--- src/rtl/r_rom_backend.sv ---
// Far-side command processor for the r_rom link: assembles 8-byte read commands,
// range-checks the address, performs one 64-bit ROM read and streams the result back.
module r_rom_backend #(
    parameter logic [63:0] ROM_BASE  = 64'h0000_0000_0000_1000,
    parameter logic [63:0] ROM_BYTES = 64'h0000_0000_0000_2000,
    parameter logic [63:0] ERR_DATA  = 64'hDEAD_BEEF_DEAD_BEEF
) (
    input  logic        clk,
    input  logic        rst_n,
    input  logic        empty,
    output logic        rd_en,
    input  logic [7:0]  dout,
    input  logic        full,
    output logic        wr_en,
    output logic [7:0]  din,
    output logic        mem_req,
    output logic [60:0] mem_addr,
    input  logic        mem_ack,
    input  logic [63:0] mem_rdata,
    output logic        busy,
    output logic        err,
    output logic [15:0] cmd_cnt
);

    typedef enum logic [1:0] {
        S_CMD = 2'd0,
        S_MEM = 2'd1,
        S_RSP = 2'd2
    } state_t;

    // Upper bound carried in 65 bits so that ROM_BASE+ROM_BYTES can never wrap.
    localparam logic [64:0] ROM_LIMIT = {1'b0, ROM_BASE} + {1'b0, ROM_BYTES};
    localparam logic [60:0] BASE_WORD = ROM_BASE[63:3];

    state_t      r_state;
    logic [63:0] r_buff;
    logic [3:0]  r_iss_cnt;
    logic [2:0]  r_cap_cnt;
    logic [2:0]  r_out_cnt;
    logic        r_rd_pend;
    logic        r_mem_req;
    logic [60:0] r_mem_addr;
    logic        r_err;
    logic [15:0] r_cmd_cnt;

    state_t      w_state_nxt;
    logic [63:0] w_buff_nxt;
    logic [3:0]  w_iss_nxt;
    logic [2:0]  w_cap_nxt;
    logic [2:0]  w_out_nxt;
    logic        w_mem_req_nxt;
    logic [60:0] w_mem_addr_nxt;
    logic        w_err_nxt;
    logic [15:0] w_cmd_cnt_nxt;
    logic        w_rd_en;
    logic        w_wr_en;
    logic [63:0] w_addr;

    function automatic logic addr_ok(input logic [63:0] a);
        logic [64:0] a_ext;
        a_ext = {1'b0, a};
        return (a[2:0] == 3'b000) && (a_ext >= {1'b0, ROM_BASE}) && (a_ext < ROM_LIMIT);
    endfunction

    assign w_addr = {dout, r_buff[63:8]};

    // Next-state and FIFO/ROM handshake decode.
    always_comb begin
        w_state_nxt    = r_state;
        w_buff_nxt     = r_buff;
        w_iss_nxt      = r_iss_cnt;
        w_cap_nxt      = r_cap_cnt;
        w_out_nxt      = r_out_cnt;
        w_mem_req_nxt  = r_mem_req;
        w_mem_addr_nxt = r_mem_addr;
        w_err_nxt      = r_err;
        w_cmd_cnt_nxt  = r_cmd_cnt;
        w_rd_en        = 1'b0;
        w_wr_en        = 1'b0;
        case (r_state)
            S_CMD: begin
                w_rd_en = ~empty & (r_iss_cnt != 4'd8);
                if (w_rd_en) begin
                    w_iss_nxt = r_iss_cnt + 4'd1;
                end else begin
                    w_iss_nxt = r_iss_cnt;
                end
                if (r_rd_pend) begin
                    w_buff_nxt = w_addr;
                    w_cap_nxt  = r_cap_cnt + 3'd1;
                    if (r_cap_cnt == 3'd7) begin
                        w_iss_nxt = 4'd0;
                        if (addr_ok(w_addr)) begin
                            w_state_nxt    = S_MEM;
                            w_mem_req_nxt  = 1'b1;
                            w_mem_addr_nxt = w_addr[63:3] - BASE_WORD;
                        end else begin
                            w_state_nxt = S_RSP;
                            w_buff_nxt  = ERR_DATA;
                            w_err_nxt   = 1'b1;
                        end
                    end else begin
                        w_state_nxt = S_CMD;
                    end
                end else begin
                    w_cap_nxt = r_cap_cnt;
                end
            end
            S_MEM: begin
                if (r_mem_req && mem_ack) begin
                    w_buff_nxt    = mem_rdata;
                    w_mem_req_nxt = 1'b0;
                    w_state_nxt   = S_RSP;
                end else begin
                    w_state_nxt = S_MEM;
                end
            end
            S_RSP: begin
                w_wr_en = ~full;
                if (w_wr_en) begin
                    w_buff_nxt = {8'h00, r_buff[63:8]};
                    w_out_nxt  = r_out_cnt + 3'd1;
                    if (r_out_cnt == 3'd7) begin
                        w_out_nxt     = 3'd0;
                        w_cmd_cnt_nxt = r_cmd_cnt + 16'd1;
                        w_state_nxt   = S_CMD;
                    end else begin
                        w_state_nxt = S_RSP;
                    end
                end else begin
                    w_out_nxt = r_out_cnt;
                end
            end
            default: begin
                w_state_nxt = S_CMD;
            end
        endcase
    end

    // State register with synchronous active-low reset.
    always_ff @(posedge clk) begin
        if (!rst_n) begin
            r_state    <= S_CMD;
            r_buff     <= 64'd0;
            r_iss_cnt  <= 4'd0;
            r_cap_cnt  <= 3'd0;
            r_out_cnt  <= 3'd0;
            r_rd_pend  <= 1'b0;
            r_mem_req  <= 1'b0;
            r_mem_addr <= 61'd0;
            r_err      <= 1'b0;
            r_cmd_cnt  <= 16'd0;
        end else begin
            r_state    <= w_state_nxt;
            r_buff     <= w_buff_nxt;
            r_iss_cnt  <= w_iss_nxt;
            r_cap_cnt  <= w_cap_nxt;
            r_out_cnt  <= w_out_nxt;
            r_rd_pend  <= w_rd_en;
            r_mem_req  <= w_mem_req_nxt;
            r_mem_addr <= w_mem_addr_nxt;
            r_err      <= w_err_nxt;
            r_cmd_cnt  <= w_cmd_cnt_nxt;
        end
    end

    // FIFO strobes are combinational, so they are forced quiet while reset is held.
    assign rd_en    = rst_n & w_rd_en;
    assign wr_en    = rst_n & w_wr_en;
    assign din      = (rst_n && (r_state == S_RSP)) ? r_buff[7:0] : 8'h00;
    assign busy     = rst_n & ((r_state != S_CMD) | (r_iss_cnt != 4'd0) |
                               (r_cap_cnt != 3'd0) | r_rd_pend);
    assign mem_req  = r_mem_req;
    assign mem_addr = r_mem_addr;
    assign err      = r_err;
    assign cmd_cnt  = r_cmd_cnt;

endmodule

--- config.mk ---
export PLATFORM = sky130hd
export DESIGN_NAME = r_rom_backend
export DESIGN_NICKNAME = d
export VERILOG_FILES = /design/src/rtl/r_rom_backend.sv
export SDC_FILE = /design/constraint.sdc
export NUM_CORES = 1
export LEC_CHECK = 0
export ABC_AREA = 1
export BUFFER_PORTS_ARGS = -buffer_cell sky130_fd_sc_hd__buf_2
export CAP_MARGIN = 10
export CORE_ASPECT_RATIO = 2
export CORE_MARGIN = 4
export CORE_UTILIZATION = 49
export DETAILED_ROUTE_END_ITERATION = 10
export PLACE_DENSITY = 0.88
export SETUP_SLACK_MARGIN = 0.1
export SLEW_MARGIN = 5
export SYNTH_ARGS = -nofsm -noshare
export SYNTH_HDL_FRONTEND = slang
export SYNTH_SLANG_ARGS = --single-unit
--- constraint.sdc ---
create_clock -name clk -period 1.82 [get_ports clk]
set_clock_uncertainty 0.05 [all_clocks]
set_input_delay 0 -clock clk [delete_from_list [all_inputs] [get_ports clk]]
set_output_delay 0 -clock clk [all_outputs]
set_load 0.1 [all_outputs]
==> results.json, run 1 <==
{
  "ys_seq_area_share_pct": 41.43,
  "firstError": "[ERROR GRT-0232] Routing congestion too high. Check the congestion heatmap in the GUI.",
  "avgSynthCellArea_sq_um": 6.853,
  "track_usage_pct": 75.72,
  "failing_step": "5_1_grt",
  "outcome": "stopped before the end",
  "synthAdderAreaFrac_pct": 2.490,
  "synth_nets": 1192,
  "synth_top_family_by_area": "simple AND/OR/NAND/NOR gates",
  "synth_simple_gate_area_share_pct": 23.02,
  "start_util_pct": 50.33,
  "postGrtWorstEndpoint": "mem_addr[50]$_SDFFE_PN0P_/D",
  "numCtsBuffers": 17,
  "netlist-cell-type-count": 34,
  "preCtsSetupSlack_ns": -0.1313,
  "worst_path_end_type": "register input",
  "portBuffers": 166,
  "place.gp.congestion": 0.8905,
  "io-pin-count": 167,
  "synth-compound-area-share_pct": 20.85,
  "synth_warnings": 0,
  "die_h_microns": 183.4,
  "clock_path_buffers": 2,
  "cts_root_buf": "clkbuf_16",
  "cts.sinks": 156,
  "synthMuxAreaShare_pct": 0,
  "overflow": 303,
  "ctsHtreeMaxLevel": 4,
  "die_w_microns": 95.71,
  "synth-xor-area-share_pct": 0.2324,
  "yosys_register_bits": 156,
  "grt_max_degree": 63,
  "synth_area_sq_mm": 0.007538,
  "hpwl_microns": 16990,
  "placementRows": 63,
  "postSynthCellCount": 1100
}
[routing by layer]
metal,GRT overflow,track usage [%]
met5,0,11.01
met3,5,54.85
met4,101,82.27
met2,195,95.71
met1,2,73.01
[per-stage QoR]
stage / instance area [sq um] / util [%] / cells / hold slack, ns
after floorplan: 7965 / - / 1100 / 0.05191
after global placement: 9639 / 64.36 / 1481 / 0.2333
after detailed placement: 9639 / 64.36 / 1481 / 0.2440
after CTS: 12010 / 80.16 / 1637 / 0.006711
[what timing repair did]
item	CTS
setup endpoints to repair	143
gates cloned	10
hold endpoints to repair	75
pin swaps	51
resized for setup	125
setup buffers	40
hold buffers	74
[synthesized netlist by cell type (all sizes together)]
cell	count	area, sq um
o211a	1	10.01
o22ai	1	6.260
a21oi	117	589.3
a41oi	1	8.760
nand2	210	795.8
o21ai	79	395.4
ha	15	187.7
xor2	2	17.52
a211oi	46	345.3
nor3	4	25.02
a32oi	11	96.34
clkbuf	36	135.1
inv	161	604.3
nor4	1	6.260
dfxtp	156	3123
or2	1	6.260
a221oi	2	17.52
nand4	5	31.28
o21a	2	15.01
nor2	168	675.7
a31oi	14	87.58
clkinv	1	3.750
buf	28	160.2
nand3	38	195.2
[cell families after synthesis]
logic type	count (synthesis)
xor+xnor	2
simple gates	427
flops	156
compound gates	274
fa+ha+maj	15
buf+inv	226
==> inputs of run 2 (changes only) <==
--- a/config.mk
+++ b/config.mk
@@ -8,12 +8,10 @@
 export ABC_AREA = 1
 export BUFFER_PORTS_ARGS = -buffer_cell sky130_fd_sc_hd__buf_2
 export CAP_MARGIN = 10
-export CORE_ASPECT_RATIO = 2
 export CORE_MARGIN = 4
-export CORE_UTILIZATION = 49
+export CORE_UTILIZATION = 40
 export DETAILED_ROUTE_END_ITERATION = 10
-export PLACE_DENSITY = 0.88
-export SETUP_SLACK_MARGIN = 0.1
+export PLACE_DENSITY_LB_ADDON = 0.15
 export SLEW_MARGIN = 5
 export SYNTH_ARGS = -nofsm -noshare
 export SYNTH_HDL_FRONTEND = slang
==> constraint.sdc (replaced) <==
create_clock -name clk -period 2.35 [get_ports clk]
set_clock_uncertainty 0.05 [all_clocks]
set_input_delay 0 -clock clk [delete_from_list [all_inputs] [get_ports clk]]
set_output_delay 0 -clock clk [all_outputs]
set_load 0.1 [all_outputs]
==> results.json, run 2 <==
{
  "grt_max_degree": 67,
  "nets": 1412,
  "crit_type": "reg2out",
  "cts_root_buf": "clkbuf_16",
  "met2_length_microns": 10460,
  "cp_max_fo": 9,
  "outcome": "finished, final reports clean",
  "cp-end-kind": "output pin",
  "startpoint_type": "flop",
  "fillers": 1810,
  "hpwl_microns": 15100,
  "min_path_cells": 4,
  "fin_setup_tns_ns": 0,
  "clock_path_buffers": 2,
  "post-route-period-util_pct": 91.71,
  "placementRows": 49,
  "cts_resized": 0,
  "setup_ws_ns": 0.1949,
  "area_growth_pct": 34.41,
  "synth_warnings": 0,
  "grt_pass1_vias": 7381,
  "avgViaCountPerCell": 4.972,
  "setup_viol": 0,
  "leakage_uw": 0.004762,
  "startpoint": "r_state[0]",
  "slew_violations": 0,
  "cp_num_buf_inv": 3,
  "drt_iter0_drc": 487,
  "grt_first_pass_wirelength_microns": 37980,
  "die_w_microns": 145.3,
  "worstHoldPathType": "in2reg",
  "synth_top_cell_by_area": "dfxtp_1",
  "critPathSlowestCell": "dfxtp_1",
  "synth_nets": 1192,
  "synth_area_sq_mm": 0.007538,
  "worstHoldStart": "mem_rdata[42]",
  "m1WireLength_microns": 10870,
  "critical_path.max_stage_delay_ns": 0.34,
  "synth_top_area_share_pct": 41.43,
  "start_util_pct": 41.26,
  "rsz0062_at_grt": "no",
  "crit_required_ns": 2.30,
  "total_power_uw": 6201,
  "worst_slew_pin_slew_ns": 0.5692,
  "wl_per_cell_microns": 14.64,
  "synth_ff_type": "dfxtp_1",
  "ctsHtreeMaxLevel": 4,
  "ant_nets": 0,
  "portBuffers": 166,
  "multi_input_area_sq_mm": 0.003522,
  "die_h_microns": 145.3,
  "io-pin-count": 167,
  "register_area_sq_mm": 0.003126,
  "crit_family": "simple AND/OR/NAND/NOR gates",
  "largest_reg_flops": 64,
  "antenna_cells": 0,
  "routed-wl-met3_microns": 1325,
  "synth_common_cells": "nand2_1 (207), inv_1 (159), nor2_1 (158), dfxtp_1 (156), a21oi_1 (116)",
  "numCtsBuffers": 17,
  "instances_no_fill": 1562,
  "synthTopCellsByArea": "dfxtp_1 (41%), nand2_1 (10%), inv_1 (7.9%), nor2_1 (7.9%), a21oi_1 (7.7%)",
  "yosysMostFrequentCell": "nand2_1",
  "drtPass1Iterations": 5,
  "final_common_cell": "nand2_1",
  "maxCapViolCount": 0,
  "arrival_ns": 2.11,
  "cts.sinks": 156,
  "vias": 7766,
  "avgSynthCellArea_sq_um": 6.853,
  "ys_seq_area_share_pct": 41.43,
  "maxClockFrequency_mhz": 464.0,
  "drc": 0,
  "whs_endpoint": "r_buff[42]",
  "preCtsSetupSlack_ns": 0.2657,
  "antenna_found_initial": 0,
  "final_cell_mix": "nand2_1 (206), inv_1 (158), nor2_1 (158)",
  "postSynthCellCount": 1100,
  "netlist-cell-type-count": 34,
  "max_slew_margin_pct": 61.65,
  "finish.utilization_pct": 55.46,
  "core_sq_mm": 0.01827,
  "period_minus_slack_ns": 2.155,
  "r2r_end": "mem_addr[50]",
  "dp.cells": 1454,
  "wl_microns": 22870,
  "cts_tree": "done",
  "async_flop_share_pct": 0,
  "crit_path_cell_trace": "inv_1 > ha_1 > buf_4 > nand2_1 > nor2_1 > buf_12",
  "routed.top_layer": "met4",
  "overflow": 0,
  "reg2reg_slack_ns": 0.26,
  "synth_edf_count": 0,
  "cts_setup_buffers": 0,
  "clkTransAtPathRegs_ns": 0.07,
  "place.gp.congestion": 0.8052,
  "power.density_mw_per_mm2": 612.0,
  "layout-drive-gt1-share_pct": 18.23,
  "timing.reg2reg.worst_path_depth": 10,
  "yosys_register_bits": 156,
  "hold_viol": 0,
  "ir_drop_uv": 466.6,
  "regMostFlops": "r_buff",
  "track_usage_pct": 21.61,
  "insertion_delay_ns": 0.42,
  "timing.rr.start": "r_state[0]",
  "dieArea_sq_mm": 0.02111
}
[run 2: where the power goes]
group / leakage, uW / total [uW] / internal [uW] / switching [uW]
combinational: 0.00320 / 666 / 295 / 371
clock: 0.000289 / 2740 / 1430 / 1300
sequential: 0.00127 / 2800 / 2720 / 75.2
[run 2: layout make-up]
class,count,share of cell area (%)
well taps,229,2.828
multi-input cells,718,34.76
repair buffers,265,19.66
clock inverters,15,1.704
flip-flops and latches,156,30.85
clock buffers,17,4.199
inverters,162,6.001
[run 2: how the worst max path moves through the flow]
stage	end	slack, ns	cells past startpoint
after floorplan	din[0]	-0.15	6
after global placement	mem_addr[56]	0.33	10
after detailed placement	mem_addr[50]	0.27	10
after CTS	din[3]	0.11	6
after global routing	din[3]	0.02	6
final	din[3]	0.19	6
[run 2: cell families after synthesis]
logic type / synth area share [%]
fa+ha+maj: 2.490
flops: 41.43
xor+xnor: 0.2324
buf+inv: 11.98
compound gates: 20.85
simple gates: 23.02
[run 2: timing repair]
| action | in CTS | in global routing |
|---|---|---|
| setup endpoints to repair | 0 | 0 |
| hold buffers | 76 | 0 |
| endpoints found under the hold margin | 76 | 0 |
[run 2: routing by layer]
| layer | track usage [%] | vias to the layer above |
|---|---|---|
| li1 | - | 3976 |
| met1 | 29.69 | 3553 |
| met4 | 4.748 | 0 |
| met5 | 0 | - |
| met2 | 34.75 | 219 |
| met3 | 5.114 | 18 |
[run 2: worst register-to-register path: stages (launching register included)]
cell and delay (ns):
dfxtp_1 0.38, inv_1 0.09, ha_1 0.31, nand2_1 0.21, inv_1 0.15, nand4_1 0.11
buf_4 0.21, buf_4 0.29, nand2_1 0.09, nand2_1 0.07, nor2_1 0.04
[run 2: per-stage QoR]
step	area (sq um)	hold slack (ns)
final	10130	0.3412
after global routing	10130	0.3558
after CTS	10130	0.3246
after global placement	8773	0.2378
after floorplan	7548	0.1109
after detailed placement	8773	0.2392
(Power assumes the default switching activity.)
